[src/rtl/cpc_bus_slot_ctrl.sv]
// Bus slot controller: divides the CPU clock-enable into fixed-length slots,
// holds Z80 accesses until the CPU phase and arbitrates slots with DMA requesters.
module cpc_bus_slot_ctrl #(
  parameter int unsigned SLOT_LEN    = 4,
  parameter int unsigned CPU_SLOT    = 0,
  parameter int unsigned N_DMA       = 3,
  parameter int unsigned MAX_DMA_RUN = 2
) (
  input  logic                        clk,
  input  logic                        reset_n,
  input  logic                        ce,
  input  logic                        no_wait,
  input  logic                        mreq_n,
  input  logic                        iorq_n,
  input  logic                        rfsh_n,
  input  logic [N_DMA-1:0]            dma_req,
  output logic                        wait_n,
  output logic [$clog2(SLOT_LEN)-1:0] phase,
  output logic                        cyc,
  output logic [N_DMA-1:0]            dma_gnt,
  output logic                        cpu_slot
);

  localparam int unsigned PH_W  = $clog2(SLOT_LEN);
  localparam int unsigned RUN_W = (MAX_DMA_RUN == 0) ? 1 : $clog2(MAX_DMA_RUN + 1);

  logic             acc_d;
  logic             wr;
  logic [RUN_W-1:0] run;

  logic             acc_c;
  logic             start_c;
  logic             slot_end_c;
  logic             run_max_c;
  logic             starve_c;
  logic [N_DMA-1:0] cand_c;

  logic [PH_W-1:0]  phase_nxt;
  logic             wr_nxt;
  logic [N_DMA-1:0] gnt_nxt;
  logic [RUN_W-1:0] run_nxt;

  // Refresh cycles drive MREQ_n low but are not CPU accesses.
  assign acc_c      = (mreq_n | ~rfsh_n) & iorq_n;
  assign start_c    = acc_d & ~acc_c;
  assign slot_end_c = (phase == PH_W'(SLOT_LEN - 1));
  assign run_max_c  = (run == RUN_W'(MAX_DMA_RUN));
  assign starve_c   = (MAX_DMA_RUN != 0) && run_max_c && !wr;

  assign cyc      = slot_end_c;
  assign cpu_slot = ~|dma_gnt;
  assign wait_n   = wr | no_wait;

  // Fixed priority: lowest-index request wins.
  always_comb begin
    cand_c = '0;
    for (int unsigned i = 0; i < N_DMA; i++) begin
      if (dma_req[i] && (cand_c == '0)) cand_c[i] = 1'b1;
    end
  end

  // Next-state for phase, wait hold and slot ownership.
  always_comb begin
    phase_nxt = slot_end_c ? '0 : phase + PH_W'(1);
    wr_nxt    = wr;
    gnt_nxt   = dma_gnt;
    run_nxt   = run;

    // Release beats start so an access opening on the release tick never waits.
    if ((phase == PH_W'(CPU_SLOT)) && cpu_slot) begin
      wr_nxt = 1'b1;
    end else if (start_c) begin
      wr_nxt = 1'b0;
    end

    if (slot_end_c) begin
      if (starve_c || (cand_c == '0)) begin
        gnt_nxt = '0;
        run_nxt = '0;
      end else begin
        gnt_nxt = cand_c;
        if (!run_max_c) run_nxt = run + RUN_W'(1);
      end
    end
  end

  always_ff @(posedge clk) begin
    if (!reset_n) begin
      phase   <= '0;
      acc_d   <= 1'b1;
      wr      <= 1'b1;
      dma_gnt <= '0;
      run     <= '0;
    end else if (ce) begin
      phase   <= phase_nxt;
      acc_d   <= acc_c;
      wr      <= wr_nxt;
      dma_gnt <= gnt_nxt;
      run     <= run_nxt;
    end
  end

endmodule

[config.mk]
export PLATFORM = sky130hd
export DESIGN_NAME = cpc_bus_slot_ctrl
export DESIGN_NICKNAME = d
export VERILOG_FILES = /design/src/rtl/cpc_bus_slot_ctrl.sv
export SDC_FILE = /design/constraint.sdc
export NUM_CORES = 1
export LEC_CHECK = 0
export ABC_AREA = 1
export BUFFER_PORTS_ARGS = -buffer_cell sky130_fd_sc_hd__clkbuf_2
export CORE_AREA = 2 2 39 41
export CTS_CLUSTER_DIAMETER = 120
export DETAILED_ROUTE_END_ITERATION = 12
export DIE_AREA = 0 0 41 43
export PLACE_DENSITY = 0.72
export SKIP_CTS_REPAIR_TIMING = 1
export SLEW_MARGIN = 20
export SYNTH_ARGS = -nofsm -noshare
export SYNTH_HDL_FRONTEND = slang
export SYNTH_SLANG_ARGS = --single-unit
[constraint.sdc]
create_clock -name clk -period 1.88 [get_ports clk]
set_input_delay 0.376 -clock clk [delete_from_list [all_inputs] [get_ports clk]]
set_output_delay 0.376 -clock clk [all_outputs]
set_load 0.02 [all_outputs]
==> impl_metrics.py <==
metrics = {
    "layout": {
        "nFillCells": 156,
        "layout-drive-gt1-share": 0.381,
        "final_cell_mix": "clkbuf_2, nand3_1, dfxtp_1",
        "antenna_cells": 0,
        "stdcell_count": 100,
        "fin_util": 0.445,
        "fin_area_um2": 616,
        "synthToLayoutAreaGrowth_pct": 23.3,
        "mostFrequentLayoutCell": "clkbuf_2",
        "layout.nets": 98,
    },
    "floorplanning": {
        "start_util": 0.361,
        "fp.dieW_um": 41,
        "ioPinCount": 18,
        "rows": 14,
        "fp.dieH_um": 43,
        "dieArea_um2": 1760,
        "coreArea_um2": 1380,
    },
    "place": {
        "pre_cts_slack_ns": 0.641,
        "placed_cell_area_um2": 588,
        "dp.cells": 96,
        "gp_routability_congestion": 0.698,
        "io_buffers": 17,
        "dpl.hpwl_um": 726,
    },
    "worst_hold_path": {
        "min_to": "acc_d$_SDFFE_PN1P_",
        "min_path_cells": 2,
        "min_from": "reset_n",
        "hp-class": "input port to register",
    },
    "clock_network": {
        "cts_root_buffer": "clkbuf_4",
        "htreeDepth": 1,
        "clk_latency_ns": 0.26,
        "clkSinkCount": 9,
        "clk_pin_slew_ns": 0.07,
        "clockBufferDepth": 2,
        "cts_tree": "built",
        "cts_buffers": 3,
    },
    "worst_setup_path": {
        "critPathKind": "register to primary output",
        "r2r_start": "phase[0]$_SDFFE_PN0P_",
        "rr_endpoint": "run[1]$_SDFFE_PN0P_",
        "worst-r2r-cell-count": 5,
        "crit_required_ns": 1.50,
        "cp-start-kind": "register",
        "endpoint_kind": "primary output",
        "path_max_fanout": 4,
        "reg2reg_slack_ns": 0.78,
        "arrival_ns": 1.08,
    },
    "synth": {
        "syn_avg_cell_area_um2": 7.68,
        "ys_ff_latch": 9,
        "synth_area_leader_cell": "dfxtp_1",
        "yosysUniqueCellTypes": 21,
        "ys_top_cells_by_area": "dfxtp_1, nand3_1, ha_1",
        "yosysTopAreaCellShare": 0.361,
        "ys_seq_area_frac": 0.361,
        "syn_area_um2": 499,
        "synth_warnings": 0,
        "synthCells": 65,
        "syn_nets": 78,
    },
    "timing": {
        "timing.final.ws_setup_ns": 0.420,
        "skew_ns": 0.00621,
        "drv_slew": 0,
        "setup_viol": 0,
        "post-route-period-util": 0.777,
        "slew_headroom": 0.828,
        "hold_slack_ns": 0.371,
        "fin_crit_ns": 1.46,
        "fmax_mhz": 685,
        "tightestPinTransition_ns": 0.257,
        "rsz0062_at_grt": "false",
        "hold_viol": 0,
        "finalSetupTns_ns": 0,
    },
    "drt": {
        "route.detailed.drc": 0,
        "firstDrtPassIters": 4,
        "wirelength_um": 902,
        "drt_iter0_drc": 13,
        "ant_nets": 0,
        "wl_per_cell_um": 9.02,
        "viasPerCell": 4.66,
        "vias": 466,
    },
    "power_and_ir_drop": {
        "ir_drop_v": 0.000324,
        "p_total_uw": 413,
        "leakage_nw": 0.335,
        "p_per_area_nw_per_um2": 671,
    },
    "global_routing": {
        "antenna_found_initial": 0,
        "grt_use_total": 0.126,
        "grt.overflow.total": 0,
        "grt_pass1_vias": 405,
        "grt_pass1_wl_mm": 1.52,
        "grt_max_degree": 10,
    },
    "status": {
        "status": "finished, final reports clean",
    },
    "flow_run": {
        "maxCapViolCount": 0,
    },
}
-- worst max path at each step --
stage | cells after the start | slack, ns | to | start
after global placement | 3 | 0.64 | wait_n | no_wait
after detailed placement | 3 | 0.64 | wait_n | no_wait
after global routing | 2 | 0.34 | cyc | phase[0]$_SDFFE_PN0P_
final | 2 | 0.42 | cyc | phase[0]$_SDFFE_PN0P_
after floorplan | 1 | 0.56 | cpu_slot | dma_gnt[0]$_SDFFE_PN0P_
after CTS | 2 | 0.40 | cyc | phase[0]$_SDFFE_PN0P_
-- per-layer routing --
metal | GRT usage | vias up | share of wire
met3 | 0.0314 | 0 | 0.061
met1 | 0.157 | 206 | 0.47
met4 | 0.0800 | 0 | 0
met5 | 0 | - | 0
met2 | 0.184 | 12 | 0.47
li1 | - | 248 | -
-- synthesized netlist by cell type --
cell / count
inv_4: 1
nand3_2: 2
nand2_2: 1
ha_1: 3
buf_2: 1
buf_6: 1
dfxtp_1: 9
inv_2: 1
o21ai_1: 1
o21ai_0: 2
nand2_4: 2
or2_2: 1
o31ai_2: 1
nor3_1: 1
inv_1: 8
a21oi_1: 5
nor2_1: 6
nor2_2: 2
nand4_1: 1
nand3_1: 9
nand2_1: 7
-- sequential cells by signal, indices dropped and copies added (netlist names) --
signal   flops
dma_gnt      3
phase        2
run          2
acc_d        1
wr           1
-- critical path, stage by stage (launching register included) --
cell      delay (ns)
dfxtp_1         0.37
ha_1            0.25
clkbuf_2        0.20
-- power by group --
part	switching (mW)	internal, mW	leakage [nW]
Clock	0.0723	0.0785	0.0177
Sequential	0.00561	0.198	0.0733
Combinational	0.0352	0.0238	0.244
-- kinds of logic (layout without fill, tap and decap cells) --
group	count (synthesis)	after routing	share of synthesized area
flip-flops	9	9	0.361
AND/OR/NAND/NOR	32	32	0.346
buffers and inverters	12	31	0.113
adder cells (fa/ha/maj)	3	3	0.0752
AO/OA/AOI/OAI	9	9	0.105
-- final cells by class --
cell class	instances	area, µm²	share of cell area
clock inverters	1	5.00	0.00813
well taps	16	20.0	0.0325
inverters	10	40.0	0.0650
clock buffers	3	22.5	0.0366
multi-input cells	44	263	0.427
repair buffers	17	85.1	0.138
flip-flops and latches	9	180	0.293
(Power assumes the default switching activity.)
